==> config.mk <==
export PLATFORM = sky130hd
export DESIGN_NAME = fifo_wr_arb_ctrl
export DESIGN_NICKNAME = d
export VERILOG_FILES = /design/src/rtl/fifo_wr_arb_ctrl.sv
export SDC_FILE = /design/constraint.sdc
export NUM_CORES = 1
export LEC_CHECK = 0
export BUFFER_PORTS_ARGS = -buffer_cell sky130_fd_sc_hd__buf_2
export CAP_MARGIN = 20
export CORE_ASPECT_RATIO = 1.2
export CORE_MARGIN = 4
export CORE_UTILIZATION = 49
export CTS_BUF_LIST = sky130_fd_sc_hd__clkbuf_2 sky130_fd_sc_hd__clkbuf_4 sky130_fd_sc_hd__clkbuf_8
export CTS_CLUSTER_DIAMETER = 120
export DETAILED_ROUTE_END_ITERATION = 7
export PLACE_DENSITY = 0.8
export SYNTH_ARGS = -nofsm -noshare
export SYNTH_HDL_FRONTEND = slang
export SYNTH_SLANG_ARGS = --single-unit
==> constraint.sdc <==
create_clock -name w_clk -period 3.4 [get_ports w_clk]
set_clock_uncertainty 0.05 [all_clocks]
set_input_delay 0.17 -clock w_clk [delete_from_list [all_inputs] [get_ports w_clk]]
set_output_delay 0.17 -clock w_clk [all_outputs]
set_load 0.02 [all_outputs]
==> src/rtl/fifo_wr_arb_ctrl.sv <==
// fifo_wr_arb_ctrl: round-robin write arbiter and write-side pointer/flag logic for an async FIFO
module fifo_wr_arb_ctrl #(
  parameter int ADDR_SIZE    = 6,
  parameter int DATA_SIZE    = 8,
  parameter int AFULL_THRESH = 4
) (
  input  logic                 w_clk,
  input  logic                 w_rst,
  input  logic                 req0,
  input  logic [DATA_SIZE-1:0] data0,
  output logic                 gnt0,
  input  logic                 req1,
  input  logic [DATA_SIZE-1:0] data1,
  output logic                 gnt1,
  input  logic [ADDR_SIZE:0]   syn_rptr,
  output logic                 wen,
  output logic [ADDR_SIZE-1:0] waddr,
  output logic [DATA_SIZE-1:0] wdata,
  output logic [ADDR_SIZE:0]   wptr,
  output logic                 wfull,
  output logic                 walmost_full,
  output logic [ADDR_SIZE:0]   wlevel
);
  localparam logic [ADDR_SIZE:0] AF_LVL = (ADDR_SIZE+1)'((2**ADDR_SIZE) - AFULL_THRESH);
  logic [ADDR_SIZE:0] r_wbin, r_wptr, r_wlevel;
  logic [ADDR_SIZE:0] w_wbin_next, w_wgray_next, w_rbin, w_wlevel_next;
  logic               r_wfull, r_walmost_full, r_last_gnt;
  // Grants are suppressed while reset is held so no write slips in mid-reset
  assign gnt0 = ~w_rst & req0 & ~r_wfull & (~req1 | r_last_gnt);
  assign gnt1 = ~w_rst & req1 & ~r_wfull & (~req0 | ~r_last_gnt);
  assign wen   = gnt0 | gnt1;
  assign waddr = r_wbin[ADDR_SIZE-1:0];
  assign wdata = gnt1 ? data1 : data0;
  assign w_wbin_next   = r_wbin + {{ADDR_SIZE{1'b0}}, wen};
  assign w_wgray_next  = w_wbin_next ^ (w_wbin_next >> 1);
  assign w_wlevel_next = w_wbin_next - w_rbin;
  always_comb begin
    w_rbin = '0;
    for (int i = 0; i <= ADDR_SIZE; i++) w_rbin[i] = ^(syn_rptr >> i);
  end
  always_ff @(posedge w_clk or posedge w_rst) begin
    if (w_rst) begin
      r_wbin         <= '0;
      r_wptr         <= '0;
      r_wlevel       <= '0;
      r_wfull        <= 1'b0;
      r_walmost_full <= 1'b0;
      r_last_gnt     <= 1'b1;
    end else begin
      r_wbin         <= w_wbin_next;
      r_wptr         <= w_wgray_next;
      r_wlevel       <= w_wlevel_next;
      r_wfull        <= w_wgray_next == {~syn_rptr[ADDR_SIZE:ADDR_SIZE-1], syn_rptr[ADDR_SIZE-2:0]};
      r_walmost_full <= w_wlevel_next >= AF_LVL;
      r_last_gnt     <= wen ? gnt1 : r_last_gnt;
    end
  end
  assign wptr         = r_wptr;
  assign wfull        = r_wfull;
  assign walmost_full = r_walmost_full;
  assign wlevel       = r_wlevel;
endmodule

==> metrics.txt, run 1 <==
RSZ-0062 raised after global routing no; cells after synthesis approximately 140; Period minus WS final approximately 3200 ps; Fin Hold WS 130 ps; final net count between 200 and 250; flop2flop setup slack roughly 400 ps; Avg Inst Size Synth 10.3 um^2; Setup CP Type in2reg; Fmax roughly 0.31 GHz; core area ~2800 um^2; Final ANT Viol Nets 0; final WL approximately 3.3 mm; Detailed Routing Iterations Pass 1 4; critical path's top delay family XOR/XNOR gates; Max-slew headroom 0.432; clock tree buffer depth 2; grt met1 use 0.201; met3 Use GR 0.0426; WHS Path Cells 3; R2R Path End walmost_full; Worst-path clk slew roughly 120 ps; Final Hold Fails 0; CTS tree built; Placement Cell Area about 1800 um^2; R2R depth 10; CP bufs+invs 2; Peak VDD IR around 0.66 mV; Clock Sinks 23; Unique masters post-synth 31; Die Wd between 50 and 60 um; Vias/cell approximately 5.1; critical-path maximum fanout 3; grt met2 use 0.329; max-cap viol count 0; Routed WL per cell about 14 um; FP Rows 21; DP Wirelength between 2 and 3 mm; setup violators final 0; Setup TNS Final 0 ps; critical path, cell by cell buf_2, xnor3_2, xor2_2, xor2_1, xor2_1, xnor2_1, ha_1, inv_1, fa_1, a21o_1, a21oi_1, xnor2_1, nand3_1, o31ai_1; CTS root buffer clkbuf_4; synthesized net count 173; Tot Pwr between 1500 and 2000 uW; Starting Density 0.508; hold worst-path end r_last_gnt; reg2reg start wfull; Via Count approximately 1200; leak pwr between 0.001 and 0.0015 uW; Worst Max-Slew Pin Slew 851 ps; final instance area around 1800 um^2; total CTS buffers 3; sequential area share after synthesis 0.408; total grt overflow 0; Pwr Density just under 1000 nW/um^2; initial antenna violation count 0; H-tree Lvls 1; fin util 0.652; worst endpoint required time ~3600 ps; postcts setup bufs 0; status finished clean; DRC 0; element type at the critical path end flop; Final Cycle Share 0.938; CP startpoint kind primary input; PortBufs 59; initial drt markers 30; WP data arrival ~3400 ps; clk_lat worst skew around 310 ps; die area around 3800 um^2; hold_sp req1; synth-to-layout area growth 28.4%; Placer Congestion between 0.8 and 0.9; largest net degree at the start of global routing 24; I/O pins 60; Crit-path slowest cell xnor3_2; final slew viol count 0; die height about 67 um; crit-path max cell delay approximately 480 ps; vias in the first global route 1244; overall routing resource usage 0.185; Worst Hold Class in2reg; post-synthesis register bit count 23; gr busiest metal met2; Syn Std Cell Area ~1400 um^2; n_diodes 0; layout cells sized above 1 0.350; first-pass GRT wire length 5.39 mm; Syn. warnings 0
## layout by cell type (no fill, tap or decap), types with 2 or more instances in the layout
cell | synthesis | final
nor3_1 | 2 | 2
xnor3_1 | 4 | 4
clkbuf_4 | 0 | 4
dfrtp_1 | 22 | 22
nand2_1 | 29 | 29
buf_4 | 0 | 2
a31oi_1 | 2 | 2
o21a_1 | 3 | 3
xnor2_1 | 7 | 7
nor2_1 | 6 | 6
a21oi_1 | 7 | 7
inv_1 | 7 | 7
dlygate4sd3_1 | 0 | 2
xor2_1 | 16 | 16
nand3_1 | 6 | 6
buf_2 | 0 | 59
ha_1 | 8 | 7
## cell usage after synthesis, drive strengths merged
cell type | number | area share
clkbuf | 1 | 0.0027
o21a | 3 | 0.016
dfrtp | 22 | 0.39
nor3 | 2 | 0.0071
xnor2 | 7 | 0.043
nand2 | 29 | 0.077
clkinv | 1 | 0.0027
ha | 8 | 0.071
nor2b | 1 | 0.0044
o211a | 1 | 0.0071
mux2 | 1 | 0.0080
xnor3 | 5 | 0.081
nand3 | 6 | 0.021
a31oi | 2 | 0.0088
a211oi | 1 | 0.0053
o21ai | 1 | 0.0035
xor2 | 17 | 0.11
inv | 7 | 0.019
nor2 | 6 | 0.016
a21oi | 7 | 0.025
and3 | 1 | 0.0044
fa | 1 | 0.014
o31ai | 2 | 0.014
nand2b | 1 | 0.0044
or3 | 1 | 0.0044
xor3 | 1 | 0.017
dfstp | 1 | 0.019
a21o | 1 | 0.0053
## metrics by stage
step | instances | setup slack (ps)
global route | 237 | 4.38
global placement | 231 | 109
detailed placement | 231 | -114
floorplan | 137 | 366
CTS | 237 | 200
finish | 237 | 212
## where the power goes
part / total (uW) / switching [uW] / internal [uW] / leakage [uW]
clock network: 134 / 80.0 / 53.9 / 0.0000184
logic: 1130 / 658 / 471 / 0.000732
registers: 493 / 80.9 / 412 / 0.000277
## cell families (layout without fill, tap and decap cells)
family	count (synthesis)	count (layout)	share of synthesized area
fa+ha+maj	9	9	0.0850
compound gates	18	18	0.0850
mux	1	1	0.00796
buf+inv	9	75	0.0239
simple gates	47	47	0.139
xor+xnor	30	30	0.251
flops	23	23	0.408
## state kept, by name, indices dropped and copies added (netlist names)
| name | cells |
|---|---|
| r_last_gnt | 1 |
| r_wbin | 7 |
| walmost_full | 1 |
| wfull | 1 |
| wlevel | 7 |
| wptr | 6 |
## per-layer routing
metal | wire, um | vias to the layer above
li1 | - | 588
met1 | 1220 | 562
met2 | 1740 | 54
met3 | 248 | 9
met4 | 88 | 0
met5 | 0 | -
## worst min-delay path, cell delays in order
cell     delay, ps
buf_2          120
a21oi_1        150
a31oi_1         60
## worst max-delay path by stage
stage | startpoint | endpoint | slack, ps | cells after the start
finish | syn_rptr[6] | walmost_full | 210 | 14
detailed placement | syn_rptr[6] | walmost_full | -110 | 14
floorplan | wfull | walmost_full | 370 | 11
global route | syn_rptr[6] | walmost_full | 4 | 14
CTS | syn_rptr[6] | walmost_full | 200 | 14
global placement | syn_rptr[6] | walmost_full | 110 | 14
## cell type report
type / count / area [um^2]
Inverter: 8 / 30.0
Fill cell: 233 / 970
Multi-Input combinational cell: 105 / 806
Sequential cell: 23 / 577
Tap cell: 34 / 42.5
Timing Repair Buffer: 63 / 330
Clock buffer: 4 / 30.0
## repair_timing
action | CTS | global route
endpoints found under the setup margin | 0 | 1
resized for setup | 0 | 1
hold endpoints to repair | 23 | 0
hold buffers | 2 | 0
No activity file was read; power rests on OpenSTA's default activity.
==> inputs of run 2 (changes only) <==
- CORE_ASPECT_RATIO: 1.2 -> 2
- RECOVER_POWER: not set -> 25
- clock period: 3.4 -> 3.9 ns (I/O delays scaled with it)
==> run 2 against run 1 <==
Via count decreased by 4.5%. Core utilization decreased by 0.69 points. Critical path depth unchanged. Routed wire length decreased by 1.0%. Flip-flop and latch count unchanged. Total power decreased by 14%. First-iteration DRC count decreased by 10%. Global-route usage decreased by 0.71 points. Sequential power decreased by 13%. Critical endpoint unchanged. Largest power group unchanged.
==> metrics.txt, run 2 (synthesis results as in run 1) <==
RSZ-0062 raised after global routing no; total grt overflow 0; status finished clean; Setup TNS Final 0 ps; Die Wd 46.0 um; clk_lat worst skew 260 ps; CTS root buffer clkbuf_8; PostCTS Resize Cnt 0; Final ANT Viol Nets 0; DRC 0; Pwr Density between 800 and 900 nW/um^2; Setup CP Type in2reg; leak pwr approximately 0.001 uW; setup violators final 0; R2R Path End walmost_full; most common cell after layout, fill and taps aside buf_2; die area between 3000 and 4000 um^2; WP data arrival about 3300 ps; Placer Congestion 0.773; Worst Setup SP syn_rptr[6]; final slew viol count 0; Final Cycle Share 0.819; FP Rows 27; Worst Max-Slew Pin Slew between 800 and 900 ps; core area between 2000 and 3000 um^2; Routed WL per cell 14.3 um; n_diodes 0; CTS tree built; number of fill cells in the layout about 230; Setup crit end walmost_full; DP Wirelength approximately 2.7 mm; R2R depth 11; Via Count approximately 1200; vias in the first global route between 1000 and 1500; commonest non-fill, non-tap cells in the layout buf_2 (58), nand2_1 (29), dfrtp_1 (22); PortBufs 59; Max-slew headroom 0.430; PnR worst setup slack 707 ps; Vias/cell roughly 5; Place WS 429 ps; synth-to-layout area growth 26.4%; Clock Sinks 23; initial antenna violation count 0; Fmax between 0.3 and 0.4 GHz; Detailed Routing Iterations Pass 1 4; Worst Hold Class in2async; initial drt markers 27; Tot Pwr 1510 uW; Final Hold Fails 0; first-pass GRT wire length just over 5 mm; postcts setup bufs 0; worst endpoint required time 4020 ps; total CTS buffers 3; Starting Density 0.510; final net count between 200 and 250; reg2reg start wfull; critical-path maximum fanout 3; die height approximately 84 um; clock tree buffer depth 2; overall routing resource usage 0.178; final WL ~3.3 mm; hold_buf cts 0; Worst-path clk slew approximately 80 ps; max-cap viol count 0; layout cells sized above 1 0.337; CP startpoint kind primary input; Peak VDD IR approximately 0.56 mV; flop2flop setup slack between 700 and 800 ps; element type at the critical path end flop; I/O pins 60; Period minus WS final 3190 ps; largest net degree at the start of global routing 24; H-tree Lvls 1
==> run 2: stage by stage <==
stage	instances	hold WS [ps]	cell area (um^2)	utilization
3_5_place_dp	224	355	1740	0.629
5_1_grt	228	93.4	1790	0.645
6_report	228	55.2	1790	0.645
4_1_cts	228	81.5	1790	0.645
3_3_place_gp	224	336	1740	0.629
2_1_floorplan	137	146	1410	-
==> run 2: report_power, final <==
part	internal [uW]	switching [uW]	total, uW
clock	71.1	71.8	143
sequential	360	66.2	427
combinational	386	556	942
==> run 2: layout make-up <==
class                           count  area (um^2)  share of cell area
Inverter                            8         30.0              0.0168
Timing Repair Buffer               59          294               0.165
Sequential cell                    23          577               0.323
Clock buffer                        3         41.3              0.0231
Clock inverter                      1         5.00             0.00280
Tap cell                           29         36.3              0.0203
Multi-Input combinational cell    105          803               0.450
==> run 2: critical path: stages <==
cell and delay (ps):
buf_2 110, xnor3_2 480, xor2_2 190, xor2_1 240
xor2_1 360, xnor2_1 180, ha_1 180, inv_1 60
fa_1 400, a21o_1 200, a21oi_1 250, xnor2_1 180
nand3_1 110, o31ai_1 190
==> run 2: how the worst min path moves through the flow <==
stage	endpoint	slack [ps]	cells past startpoint
after floorplan	r_wbin[0]	150	1
after global placement	r_last_gnt	340	2
after detailed placement	r_last_gnt	350	2
after CTS	r_last_gnt	80	2
after global routing	r_last_gnt	90	2
final	r_wbin[3]	60	2
==> run 2: routing by layer <==
layer  share of wire  wire length (um)  up-vias  GRT usage
met5               0                 0        -          0
met4           0.016                53        0     0.0622
met3           0.079               257        4     0.0281
met2            0.58              1900       45      0.342
met1            0.32              1050      533      0.169
li1                -                 -      576          -
